**config.mk**
```make
export PLATFORM = sky130hd
export DESIGN_NAME = bitlet_cs_resolver
export DESIGN_NICKNAME = d
export VERILOG_FILES = /design/src/rtl/bitlet_cs_resolver.sv
export SDC_FILE = /design/constraint.sdc
export NUM_CORES = 1
export LEC_CHECK = 0
export BUFFER_PORTS_ARGS = -buffer_cell sky130_fd_sc_hd__buf_2
export CORE_MARGIN = 1.5
export CORE_UTILIZATION = 40
export CTS_CLUSTER_DIAMETER = 30
export DETAILED_ROUTE_END_ITERATION = 10
export GPL_TIMING_DRIVEN = 0
export PLACE_DENSITY_LB_ADDON = 0.15
export SYNTH_ARGS = -nofsm -noshare
export SYNTH_HDL_FRONTEND = slang
export SYNTH_SLANG_ARGS = --single-unit
export TNS_END_PERCENT = 1
```
**constraint.sdc**
```tcl
create_clock -name clk -period 5.1 [get_ports clk]
set_input_delay 1.02 -clock clk [delete_from_list [all_inputs] [get_ports clk]]
set_output_delay 1.02 -clock clk [all_outputs]
set_load 0.01 [all_outputs]
```
**src/rtl/bitlet_cs_resolver.sv**
```systemverilog
// -----------------------------------------------------------------------------
// bitlet_cs_resolver
//
// Purpose:
//   Accumulates a stream of carry-save beats (sum row + carry row) into a
//   two-row redundant accumulator using carry-save compression. No long carry
//   chain is needed while the group is accumulating. When the beat marked
//   in_last is accepted, the redundant accumulator is resolved to plain binary.
//   Resolution works CHUNK bits per cycle, from LSB to MSB, and a one-bit carry
//   passes between chunks. The result stays on out_data until the consumer
//   takes it.
//
// Parameters:
//   W      width of each incoming carry-save row
//   ACC_W  accumulator / result width (ACC_W >= W, multiple of CHUNK)
//   CHUNK  bits resolved per cycle; N = ACC_W / CHUNK resolve cycles
//
// Ports:
//   clk        sole clock, rising edge
//   rst_n      asynchronous active-low reset
//   in_valid   carry-save beat presented
//   in_ready   block accepts a beat this cycle (only while accumulating)
//   in_sum     sum row of the beat
//   in_carry   carry row of the beat (already bit-aligned)
//   in_last    beat closes the current accumulation group
//   out_valid  resolved result available
//   out_ready  consumer takes the result
//   out_data   resolved group sum, modulo 2^ACC_W
//   busy       high while resolving or holding a result
//
// Configuration macro:
//   BITLET_RESOLVER_SIGNED_EN  when defined, each incoming row is treated as
//                              two's complement and sign-extended to ACC_W.
//                              Otherwise rows are zero-extended.
// -----------------------------------------------------------------------------
module bitlet_cs_resolver #(
  parameter int W     = 16,
  parameter int ACC_W = 24,
  parameter int CHUNK = 8
) (
  input  logic             clk,
  input  logic             rst_n,
  input  logic             in_valid,
  output logic             in_ready,
  input  logic [W-1:0]     in_sum,
  input  logic [W-1:0]     in_carry,
  input  logic             in_last,
  output logic             out_valid,
  input  logic             out_ready,
  output logic [ACC_W-1:0] out_data,
  output logic             busy
);

  localparam int N     = ACC_W / CHUNK;
  localparam int IDX_W = (N > 1) ? $clog2(N) : 1;
  localparam logic [IDX_W-1:0] LAST_IDX = IDX_W'(N - 1);

  // Catch illegal parameter combinations at elaboration time.
  if (ACC_W < W) begin : g_bad_width
    $error("bitlet_cs_resolver: ACC_W must be >= W");
  end
  if ((ACC_W % CHUNK) != 0) begin : g_bad_chunk
    $error("bitlet_cs_resolver: ACC_W must be a multiple of CHUNK");
  end

  typedef enum logic [1:0] {
    ACCUM   = 2'd0,
    RESOLVE = 2'd1,
    OUTPUT  = 2'd2
  } state_t;

  state_t state, state_next;

  logic [ACC_W-1:0] acc_s, acc_c;
  logic [ACC_W-1:0] ext_sum, ext_carry;
  logic [ACC_W-1:0] l1_s, l1_c, l2_s, l2_c;

  logic [IDX_W-1:0] idx;
  logic             chunk_cy;
  logic [CHUNK-1:0] s_chunk, c_chunk, r_chunk;
  logic             r_cy;

  logic accept;
  logic take_out;

  // Widen incoming rows to the accumulator width. A size cast of a signed
  // expression sign-extends. A size cast of an unsigned one zero-extends.
`ifdef BITLET_RESOLVER_SIGNED_EN
  assign ext_sum   = ACC_W'($signed(in_sum));
  assign ext_carry = ACC_W'($signed(in_carry));
`else
  assign ext_sum   = ACC_W'(in_sum);
  assign ext_carry = ACC_W'(in_carry);
`endif

  // The 4:2 compressor is two stacked 3:2 carry-save layers. Each layer only
  // moves a carry one bit left. The bit shifted out at the top is dropped,
  // which gives the mod 2^ACC_W wrap.
  always_comb begin
    l1_s = acc_s ^ acc_c ^ ext_sum;
    l1_c = ((acc_s & acc_c) | (acc_s & ext_sum) | (acc_c & ext_sum)) << 1;
    l2_s = l1_s ^ l1_c ^ ext_carry;
    l2_c = ((l1_s & l1_c) | (l1_s & ext_carry) | (l1_c & ext_carry)) << 1;
  end

  // Chunk adder for resolution. It picks the current chunk of each row and
  // adds it with the carry left over from the previous chunk.
  always_comb begin
    s_chunk = CHUNK'(acc_s >> (idx * CHUNK));
    c_chunk = CHUNK'(acc_c >> (idx * CHUNK));
    {r_cy, r_chunk} = {1'b0, s_chunk} + {1'b0, c_chunk} + {{CHUNK{1'b0}}, chunk_cy};
  end

  // State register.
  always_ff @(posedge clk or negedge rst_n) begin
    if (!rst_n) begin
      state <= ACCUM;
    end else begin
      state <= state_next;
    end
  end

  // Next-state and handshake outputs. The handshakes depend on state only, so
  // there is no combinational path from input to output.
  always_comb begin
    state_next = state;
    in_ready   = 1'b0;
    out_valid  = 1'b0;
    busy       = 1'b1;
    case (state)
      ACCUM: begin
        in_ready = 1'b1;
        busy     = 1'b0;
        if (in_valid && in_last) begin
          state_next = RESOLVE;
        end
      end
      RESOLVE: begin
        if (idx == LAST_IDX) begin
          state_next = OUTPUT;
        end
      end
      OUTPUT: begin
        out_valid = 1'b1;
        if (out_ready) begin
          state_next = ACCUM;
        end
      end
      default: begin
        state_next = ACCUM;
      end
    endcase
  end

  assign accept   = in_valid && in_ready;
  assign take_out = out_valid && out_ready;

  // Datapath. The accumulator is updated on every accepted beat. The resolve
  // index and carry are re-armed when the closing beat arrives. Each resolve
  // cycle writes one chunk of out_data. The carry out of the top chunk is
  // written to chunk_cy but never used, because the next group re-arms it.
  // The accumulator clears when the result is handed over.
  always_ff @(posedge clk or negedge rst_n) begin
    if (!rst_n) begin
      acc_s    <= '0;
      acc_c    <= '0;
      out_data <= '0;
      idx      <= '0;
      chunk_cy <= 1'b0;
    end else begin
      if (accept) begin
        acc_s <= l2_s;
        acc_c <= l2_c;
        if (in_last) begin
          idx      <= '0;
          chunk_cy <= 1'b0;
        end
      end

      if (state == RESOLVE) begin
        for (int k = 0; k < N; k++) begin
          if (idx == IDX_W'(k)) begin
            out_data[k*CHUNK +: CHUNK] <= r_chunk;
          end
        end
        chunk_cy <= r_cy;
        idx      <= idx + 1'b1;
      end

      if (take_out) begin
        acc_s <= '0;
        acc_c <= '0;
      end
    end
  end

endmodule

```
Word level (Yosys, flattened, before mapping). Cells that the tools add are included.

Add/sub/neg operators: 3. Eq/ne operators: 7. Shift-type cells: 2. Mux-type cells: 17. Bitwise logic cells: 14. Reductions and logical operators: 13.

Operators with widths (number): 24-bit two-way mux (4); 23-bit by 16-bit AND with 23-bit output (4); 23-bit bitwise OR (4); 24-bit by 5-bit right shift with 8-bit output (2); 24-bit by 16-bit XOR with 24-bit output (2); 24-bit XOR (2); 23-bit AND (2); 2-bit two-way mux (6); 8-bit by 8-bit adder with 9-bit output (1); 9-bit by 1-bit adder with 9-bit output (1); 2-bit AND reduction (4); 1-bit two-way mux (6); 2-bit != test (second input constant) (3); 2-bit one-hot mux with 3 select lines (1); 2-bit nonzero test (3); 2-bit by 1-bit == test with 1-bit output (second input constant) (2); 2-bit == test (second input constant) (2); 2-bit logical NOT (2); 1-bit logical AND (3); 3-bit AND reduction (1); 2-bit by 1-bit adder with 2-bit output (second input constant) (1).

Register bits: 77. Logic and storage cells: 64.

Longest topological paths before layout.
Depth after elaboration: 8. Mapped depth: 12.

Worst setup path after synthesis. OpenSTA, ideal clock, no wires.

Path kind: register -> register. From: register idx[0]. To: register out_data[14]. Data arrival time: 2788 ps. Setup slack: 2187 ps. Cell stages (with the launch flop): 13. Path buffers: 2. Cell sequence: dfrtp_1 -> buf_2 -> inv_1 -> nor2_1 -> buf_2 -> a21oi_1 -> fa_1 -> fa_1 -> nor2b_1 -> o31a_1 -> o31a_1 -> a21oi_2 -> mux2_2.

Cells in the longest elaborated chain, start to end: 3. Elaborated cells between the ends (all ways): 6.

Ends and longest elaborated chain: start: declaration (line 78) `logic [IDX_W-1:0] idx;`; start signal: assignment (line 187) `idx <= idx + 1'b1;`; 24-bit by 5-bit right shift with 8-bit output, on equally long branches (line 109, 110); 8-bit by 8-bit adder with 9-bit output (line 111) `{r_cy, r_chunk} = {1'b0, s_chunk} + {1'b0, c_chunk} + {{CHUNK{1'b0}}, chunk_cy};`; 9-bit by 1-bit adder with 9-bit output (line 111); end signal: indexed assignment (line 183) `out_data[k*CHUNK +: CHUNK] <= r_chunk;`; end: declaration (line 50) `output logic [ACC_W-1:0] out_data,`.

Parallel ways exist; a longest one is shown, timed or not. A chain may end at the register's enable or synchronous reset.

Final worst setup path.
From: register idx[0]. To: register out_data[6].

Same word-level chain as after synthesis.

==> summary.log <==
[placed_design] cell area reported after detailed placement 0.00494 mm^2
[worst_setup_path] max incr delay on CP 0.48 ns
[grt] total grt overflow 0
[timing] Finish-stage setup viols 0
[pwr] VDD IR max 0.000289 V
[synthesis] cell taking the most area after synthesis sky130_fd_sc_hd__dfrtp_1
[synthesis] multiplexer fraction of the synthesized cell area 5.95%
[synthesis] synthesized-area fraction occupied by ao, oa, aoi and oai cells 15.3%
[timing] Final TNS setup 0 ns
[layout] number of filler instances in the final layout 1025
[clock_network] buffers inserted during post-CTS setup optimization 0
[timing] time the worst path needs with I/O delays and setup 3.40 ns
[synthesis] post-synthesis area per instance 11.4 um^2
[timing] final max-slew violation count 0
[timing] RSZ-0062 raised after global routing no
[pwr] power per cell area 661 mW/mm^2
[layout] fin util 48.2%
[worst_setup_path] critical path launch point type register
[synthesis] top cells by instance count after synthesis sky130_fd_sc_hd__dfrtp_1 (76), sky130_fd_sc_hd__nand2_1 (68), sky130_fd_sc_hd__o21ai_0 (35)
[synthesis] fraction of post-synthesis cell area in the top cell type by area 43.0%
[worst_setup_path] worst setup slack for register-to-register paths 1.70 ns
[clock_network] hold bufs inserted after CTS 0
[worst_setup_path] Worst Path Arrival 3.65 ns
[synthesis] Netlist Area Pre-Place 0.00442 mm^2
[layout] number of nets in the final layout 557
[die] number of primary I/O pins 64
[layout] layout cell share with drive strength beyond 1 25.1%
[clock_network] number of buffers added by the clock tree synthesis step 9
[die] Std-Cell Core Area 0.0108 mm^2
[synthesis] gate count of the mapped netlist 387
[route] via count 3171
[clock_network] H-tree level count 3
[grt] global-route wire length before repair 17200 um
[layout] area added between synthesis and finish 17.9%
[clock_network] insertion delay of the later-clocked pin in the worst-skew pair 0.37 ns
[worst_setup_path] Worst Reg-to-Reg Cells 12
[synthesis] Synth cell types 37
[pwr] Leak 2.55 nW
[die] die extent in y 108 um
[timing] period utilisation layout 66.7%
[flow_run] number of max-cap violations 0
[clock_network] worst-case clock buffer depth 2
[layout] area of all placed cells without fillers 0.00521 mm^2
[route] post-detailed-route via-to-cell ratio 5.22
[worst_setup_path] startpoint of the worst setup timing path idx[0]
[synthesis] main combinational cell family by area after synthesis adder cells
[worst_setup_path] cell with the largest stage delay on the worst path sky130_fd_sc_hd__fa_1
[placed_design] number of input and output port buffers inserted 63
[synthesis] library cell with the highest instance count after synthesis sky130_fd_sc_hd__dfrtp_1
[clock_network] register clock-pin slew on the reported worst setup and hold paths 0.08 ns
[route] routed length per placed instance 17.5 um
[timing] Hold Fails Final Rpt 0
[min_path] worst min-delay path startpoint out_data[17]
[timing] highest clock rate 294 MHz
[die] num rows 38
[die] effective utilization at floorplan 40.9%
[worst_setup_path] critical-path maximum fanout 10
[route] drt pass-1 iters 4
[placed_design] worst setup slack before clock tree synthesis 1.70 ns
[route] total wire length 10600 um
[synthesis] number of flip-flops and latches in the synthesized netlist 76
[status] run status finished, final reports clean
[grt] antenna violations before repair 0
[die] die outline area 0.0117 mm^2
[grt] global-route track usage on met1 26.7%
[synthesis] post-synthesis xor/xnor area fraction 0.595%
[timing] final worst setup slack 1.70 ns
[synthesis] portion of the post-synthesis area used by sequential elements 43.0%
[synthesis] post-synthesis net count 482
[timing] slew at the pin closest to its max-slew limit 0.502 ns
[synthesis] post-synthesis share of cell area spent on and, or, nand and nor gates 9.09%
[grt] global routing usage summed across all routing layers 20.0%
[synthesis] Post-synth EDFFs 0
[grt] met3 track demand over resource 3.32%
[placed_design] Final GP Congestion 0.869
[worst_setup_path] endpoint class of the critical path register
[min_path] end point of the most critical hold path out_data[17]
[clock_network] Clk Tree Root Cell sky130_fd_sc_hd__clkbuf_8
[grt] largest net degree at the start of global routing 44
[placed_design] half-perimeter wire length of the detailed placement result 8000 um
[die] die outline width 108 um
[synthesis] top cells by area in the synthesized netlist sky130_fd_sc_hd__dfrtp_1 (43%), sky130_fd_sc_hd__fa_1 (15%), sky130_fd_sc_hd__ha_1 (7.4%)
[synthesis] share of synthesized flip-flops with an asynchronous set or reset 100%
[worst_setup_path] critical path class reg2reg
[clock_network] number of cells upsized or downsized after cts 0
[synthesis] arithmetic-cell share of the synthesized area counting full adders, half adders and majority gates 21.9%
[min_path] Tightest Hold Check Type reg2reg
[grt] met2 Usage GRT 32.1%
[timing] worst clock skew 0.0110 ns
[timing] worst slew slack as a fraction of its limit 66.4%
[worst_setup_path] Cell Chain, Critical Path buf_2 > inv_1 > nor2_1 > buf_2 > a21oi_1 > fa_1 > fa_1 > nor2b_1 > o31a_1 > o31a_1 > a21oi_2 > mux2_2
[worst_setup_path] source of the worst register-to-register timing path idx[0]
[grt] via count of the first global-routing pass 3231
[route] number of nets still failing antenna checks after routing 0
[route] Iteration-0 DRC Markers 133
[grt] highest-utilization routing layer at the global route stage met2
[layout] final antenna diode count 0
[synthesis] number of warnings reported in the yosys synthesis log 0
[route] Remaining DRCs 0
[worst_setup_path] endpoint of the worst register-to-register path out_data[6]
[synthesis] Top FF cell, synth sky130_fd_sc_hd__dfrtp_1
[clock_network] TritonCTS clock tree yes
[worst_setup_path] data required time at the worst endpoint 5.35 ns
[min_path] worst hold stages 2
[clock_network] Clock Sink Count 76
[layer usage]
| metal | share of wire (%) | vias to the layer above | wire length [um] |
|---|---|---|---|
| li1 | - | 1497 | - |
| met2 | 47 | 59 | 5000 |
| met4 | 2.0 | 0 | 211 |
| met5 | 0 | - | 0 |
| met3 | 3.8 | 16 | 399 |
| met1 | 47 | 1599 | 4990 |
[cell families (layout without fill, tap and decap cells)]
logic type,count (synthesis),after routing
multiplexers,25,25
AND/OR/NAND/NOR,91,91
flip-flops,76,76
AO/OA/AOI/OAI,104,104
XOR/XNOR,3,3
adder cells (fa/ha/maj),58,58
buffers and inverters,30,110
[area by class of cell]
| class | count | area [um^2] | share of cell area [%] |
|---|---|---|---|
| Buffer | 19 | 141 | 2.72 |
| Clock buffer | 13 | 179 | 3.44 |
| Clock inverter | 3 | 90.1 | 1.73 |
| Inverter | 11 | 41.3 | 0.793 |
| Multi-Input combinational cell | 281 | 2330 | 44.8 |
| Sequential cell | 76 | 1900 | 36.5 |
| Tap cell | 140 | 175 | 3.36 |
| Timing Repair Buffer | 64 | 345 | 6.63 |
[registers in the layout, indices dropped and copies added, names as in the netlist]
name	cells
out_data	24
acc_s	24
state	2
idx	2
acc_c	23
chunk_cy	1
[worst max-delay path: cells and delay by family (launching register included)]
kind	cells	cell delay, ns
fa+ha+maj	2	0.93
flops	1	0.35
mux	1	0.27
buf+inv	3	0.61
simple gates	2	0.60
compound gates	4	0.54
[placed cells by master, fill, tap and decap left out, drive strengths merged, types with 4 or more instances in the layout]
master  count
fa         32
nand2      69
a22o       29
o21ai      38
dfrtp      76
mux2       10
o31ai       4
clkbuf     14
buf        82
nor2       13
a21oi      24
inv        11
mux2i      15
ha         26
[power by group]
group	leakage [nW]	switching (mW)	total [mW]	internal, mW
sequential	0.977	0.217	1.06	0.845
clock	0.136	0.230	0.609	0.379
combinational	1.44	0.969	1.77	0.803
[stage by stage]
stage	std cells	power, mW	hold WS [ns]
3_5_place_dp	591	2.87	0.465
3_3_place_gp	590	2.82	0.456
4_1_cts	607	3.49	0.482
6_report	607	3.44	0.474
5_1_grt	607	3.76	0.505
2_1_floorplan	387	2.30	0.452
[how the worst max path moves through the flow]
stage | endpoint | slack (ns) | cells after the start
6_report | out_data[6] | 1.70 | 12
5_1_grt | out_data[6] | 1.46 | 12
4_1_cts | out_data[6] | 1.67 | 12
3_5_place_dp | out_data[6] | 1.70 | 12
3_3_place_gp | out_data[22] | 1.74 | 12
2_1_floorplan | out_data[14] | 2.19 | 12
No activity file was read; power rests on OpenSTA's default activity.
